**config.mk**
```make
export PLATFORM = sky130hd
export DESIGN_NAME = result_drain
export DESIGN_NICKNAME = d
export VERILOG_FILES = /design/src/rtl/result_drain.sv
export SDC_FILE = /design/constraint.sdc
export NUM_CORES = 1
export LEC_CHECK = 0
export ABC_AREA = 0
export BUFFER_PORTS_ARGS = -buffer_cell sky130_fd_sc_hd__buf_4
export CAP_MARGIN = 25
export CORE_AREA = 2 2 193 195
export CTS_BUF_LIST = sky130_fd_sc_hd__clkbuf_4
export DETAILED_ROUTE_END_ITERATION = 16
export DIE_AREA = 0 0 195 197
export PLACE_DENSITY = 0.52
export SLEW_MARGIN = 10
export SYNTH_ARGS = -nofsm -noshare
export SYNTH_HDL_FRONTEND = slang
export SYNTH_SLANG_ARGS = --single-unit
```
**constraint.sdc**
```tcl
create_clock -name clk -period 13.4 [get_ports clk]
set_input_delay 2.68 -clock clk [delete_from_list [all_inputs] [get_ports clk]]
set_output_delay 2.68 -clock clk [all_outputs]
set_load 0.02 [all_outputs]
```
**src/rtl/result_drain.sv**
```systemverilog
// Result drain: snapshots the four controller result lanes into a
// two-bank ping-pong buffer and streams them out one word per beat.
module result_drain #(
  parameter int DATA_W  = 32,
  parameter int FRAME_W = 8
) (
  input  logic               clk,
  input  logic               reset,
  input  logic               cap_valid,
  input  logic [DATA_W-1:0]  mem_data1,
  input  logic [DATA_W-1:0]  mem_data2,
  input  logic [DATA_W-1:0]  mem_data3,
  input  logic [DATA_W-1:0]  mem_data4,
  input  logic               out_ready,
  output logic               out_valid,
  output logic [DATA_W-1:0]  out_data,
  output logic [1:0]         out_idx,
  output logic               out_last,
  output logic [1:0]         bank_count,
  output logic [FRAME_W-1:0] frame_cnt,
  output logic               overflow
);

  logic [DATA_W-1:0] bank_q [2][4];

  logic       wr_ptr;
  logic       rd_ptr;
  logic [1:0] beat;

  logic xfer;
  logic last_xfer;
  logic bank_free;
  logic cap_take;
  logic cap_drop;

  assign out_valid = (bank_count != 2'd0);
  assign xfer      = out_valid & out_ready;
  assign last_xfer = xfer & (beat == 2'd3);

  // A full buffer still frees a bank if its last beat leaves this edge
  assign bank_free = (bank_count != 2'd2) | last_xfer;
  assign cap_take  = cap_valid & bank_free;
  assign cap_drop  = cap_valid & ~bank_free;

  assign out_idx  = beat;
  assign out_last = out_valid & (beat == 2'd3);
  assign out_data = out_valid ? bank_q[rd_ptr][beat] : '0;

  always_ff @(posedge clk) begin
    if (!reset && cap_take) begin
      bank_q[wr_ptr][0] <= mem_data1;
      bank_q[wr_ptr][1] <= mem_data2;
      bank_q[wr_ptr][2] <= mem_data3;
      bank_q[wr_ptr][3] <= mem_data4;
    end
  end

  always_ff @(posedge clk) begin
    if (reset) begin
      wr_ptr     <= 1'b0;
      rd_ptr     <= 1'b0;
      beat       <= 2'd0;
      bank_count <= 2'd0;
      frame_cnt  <= '0;
      overflow   <= 1'b0;
    end else begin
      if (cap_take)
        wr_ptr <= ~wr_ptr;
      if (xfer)
        beat <= beat + 2'd1;
      if (last_xfer) begin
        rd_ptr    <= ~rd_ptr;
        frame_cnt <= frame_cnt + 1'b1;
      end
      case ({cap_take, last_xfer})
        2'b10:   bank_count <= bank_count + 2'd1;
        2'b01:   bank_count <= bank_count - 2'd1;
        default: bank_count <= bank_count;
      endcase
      if (cap_drop)
        overflow <= 1'b1;
    end
  end

endmodule

```
==> metrics.cfg <==
[placed_design]
dp_cells = 1245
placed_area_um2 = 12500
portBuffers = 178
dp_hpwl_um = 14800
gp_congestion = 0.696

[detailed_routing]
initialDrtViolationCount = 277
routed_wl_um = 25400
dr.pass1.iters = 4
ant_nets = 0
drcViolationCount = 0
wl_per_cell_um = 18.5
vias = 6414
routed_via_density = 4.66

[power]
leakagePower_nw = 4.61
power.density_nw_per_um2 = 141
peakVddDrop_v = 0.0000615

[hold_path]
min-delay-start = overflow
hp-class = flop to flop
hold_end = overflow
hold_depth = 2

[yosys]
yosysWarningCount = 0
synth_top_area_share_pct = 71.3
synth_edf_count = 256
synth-seq-area-share_pct = 74.3
ys_ff_latch = 272
ys.flop_type = edfxtp_1
syn_nets = 772
synth_top_area_cell = edfxtp_1
avgSynthCellArea_um2 = 16.9
async_reset_ff_share_pct = 0
synthTopCellsByArea = edfxtp_1 71%, mux2i_1 6.0%, nor2b_1 3.4%
synth_area_um2 = 10800
syn_inst = 637
ys_types = 38

[sta]
maxSlewViolCount = 0
worst_pin_slew_ns = 0.997
slew_headroom_pct = 33.5
finalCritPeriodShare_pct = 46.0
finalSetupTns_ns = 0
finClkSkew_ns = 0.0487
rsz0062_at_grt = no
max_freq_mhz = 162
finalHoldViolCount = 0
fin_hold_ws_ns = 0.501
setup_violations = 0
min_period_ns = 6.17

[cts]
cts_hold_buf = 0
clock_latency_ns = 0.73
cts_resized = 0
cts.sinks = 272
clk_path_buf_depth = 3
post_cts_buffers = 0
ctsHtreeMaxLevel = 3
numCtsBuffers = 76
cts_tree = done
clk_pin_slew_ns = 0.05
clockRootBuffer = clkbuf_4

[global_routing]
grt_max_degree = 129
grt.total_usage_pct = 13.3
grt_first_pass_wirelength_um = 38000
antenna_found_initial = 2
grtUsageMet2_pct = 20.6
grt_use_met1_pct = 17.2
grt_pass1_vias = 6610
met3_usage_pct = 4.36
grt-ovfl-total = 0
top_usage_layer = met2

[critical_path]
critPathLaunchType = flop
cp_max_fo = 68
crit_type = flop to output port
cp.arrival_ns = 3.49
crit_chain = buf_4 > mux2i_1 > a22o_1 > nor4_1 > buf_4
r2r-end = bank_q[0][29]
max_stage_delay_ns = 0.91
crit-reg2reg-launch = out_idx[1]
r2r_cells = 7
cp_common_cell = buf_4
required_ns = 10.72
worst_setup_path_end_kind = output port
crit_path_top_delay_cell = dfxtp_4
r2r_slack_ns = 9.62

[die]
start_util_pct = 29.7
core_um2 = 36300
ioPinCount = 179
die_h_um = 197
row_count = 70
die-area_um2 = 38400
die_x_um = 195

[final_layout]
final_nets = 990
post-route-util_pct = 37.2
design_area_um2 = 13500
drive_gt1_share_pct = 36.1
layout_common_cells = 256 x edfxtp_1, 185 x buf_4, 115 x clkbuf_4, 65 x mux2i_1, 58 x nor2b_1
stdcell_count = 1377
final_common_cell = edfxtp_1
area_delta_synth_final_pct = 25.2

[outcome]
status = completed

[job]
cap_violations = 0

-- per-stage QoR --
stage,setup WS (ns),total power (W)
6_report,7.23,0.00191
3_5_place_dp,7.88,0.00119
5_1_grt,6.95,0.00201
3_3_place_gp,7.86,0.00119
2_1_floorplan,0.334,0.00110
4_1_cts,7.06,0.00194
-- per-layer routing --
metal / up-vias / routed length (um) / share of wire (%)
li1: 3042 / - / -
met1: 3152 / 11500 / 45
met2: 188 / 11900 / 47
met3: 32 / 1570 / 6.2
met4: 0 / 471 / 1.9
met5: - / 0 / 0
-- layout make-up --
type,instances,area [um^2]
fillers,3488,22800
flip-flops and latches,272,8010
multi-input cells,315,2510
repair buffers,187,1430
clock buffers,115,863
well taps,468,586
clock inverters,14,78.8
inverters,3,11.3
diodes,3,7.51
-- sequential cells by signal (all words and copies together) (netlist names), named ones only --
name	count
rd_ptr	1
bank_q	256
overflow	1
out_idx	2
wr_ptr	1
bank_count	2
frame_cnt	8
-- critical path, delay by kind of cell (launching register included) --
| kind | cells | cell delay, ns |
|---|---|---|
| compound gates | 1 | 0.25 |
| buf+inv | 2 | 0.93 |
| flops | 1 | 0.91 |
| mux | 1 | 0.16 |
| simple gates | 1 | 0.50 |
-- cells by family (layout without fill, tap and decap cells) --
logic type / Yosys count / in the layout / synth area share, %
fa+ha+maj: 3 / 3 / 0.348
simple gates: 131 / 131 / 7.65
buf+inv: 50 / 319 / 2.70
flops: 272 / 272 / 74.3
compound gates: 105 / 105 / 8.09
mux: 65 / 65 / 6.04
xor+xnor: 11 / 11 / 0.894
other cells: 0 / 3 / 0
-- synth_stat cells, types with 2 or more instances --
| cell | number |
|---|---|
| nor2b_1 | 59 |
| o21ai_0 | 2 |
| a2111oi_1 | 8 |
| or3_1 | 2 |
| dfxtp_1 | 16 |
| nor4_1 | 24 |
| mux2i_1 | 65 |
| and2b_1 | 6 |
| and2_1 | 2 |
| xor2_1 | 5 |
| xnor2_1 | 6 |
| edfxtp_1 | 256 |
| nor2_1 | 14 |
| nor4_2 | 9 |
| buf_4 | 4 |
| nand2_1 | 8 |
| a211oi_1 | 32 |
| a2111oi_0 | 24 |
| buf_12 | 3 |
| a22o_1 | 32 |
| a21oi_1 | 3 |
| nor3_1 | 3 |
| buf_2 | 17 |
| inv_1 | 2 |
| ha_1 | 3 |
| clkbuf_1 | 20 |
-- worst max-delay path by stage --
stage	from	endpoint	slack [ns]	depth (start not counted)
global placement	flop	out_data[0]	7.86	5
floorplan	out_ready	bank_q[1][0]	0.33	3
finish	flop	out_data[0]	7.23	5
detailed placement	flop	out_data[0]	7.88	5
global route	flop	out_data[0]	6.95	5
CTS	flop	out_data[0]	7.06	5
-- report_power, final --
group / total [W] / leakage [nW] / internal, W / switching, W
registers: 0.000983 / 2.48 / 0.000974 / 0.00000931
clock network: 0.000735 / 0.574 / 0.000406 / 0.000329
logic: 0.000187 / 1.55 / 0.0000752 / 0.000112
Power figures use the tool's default switching activity.
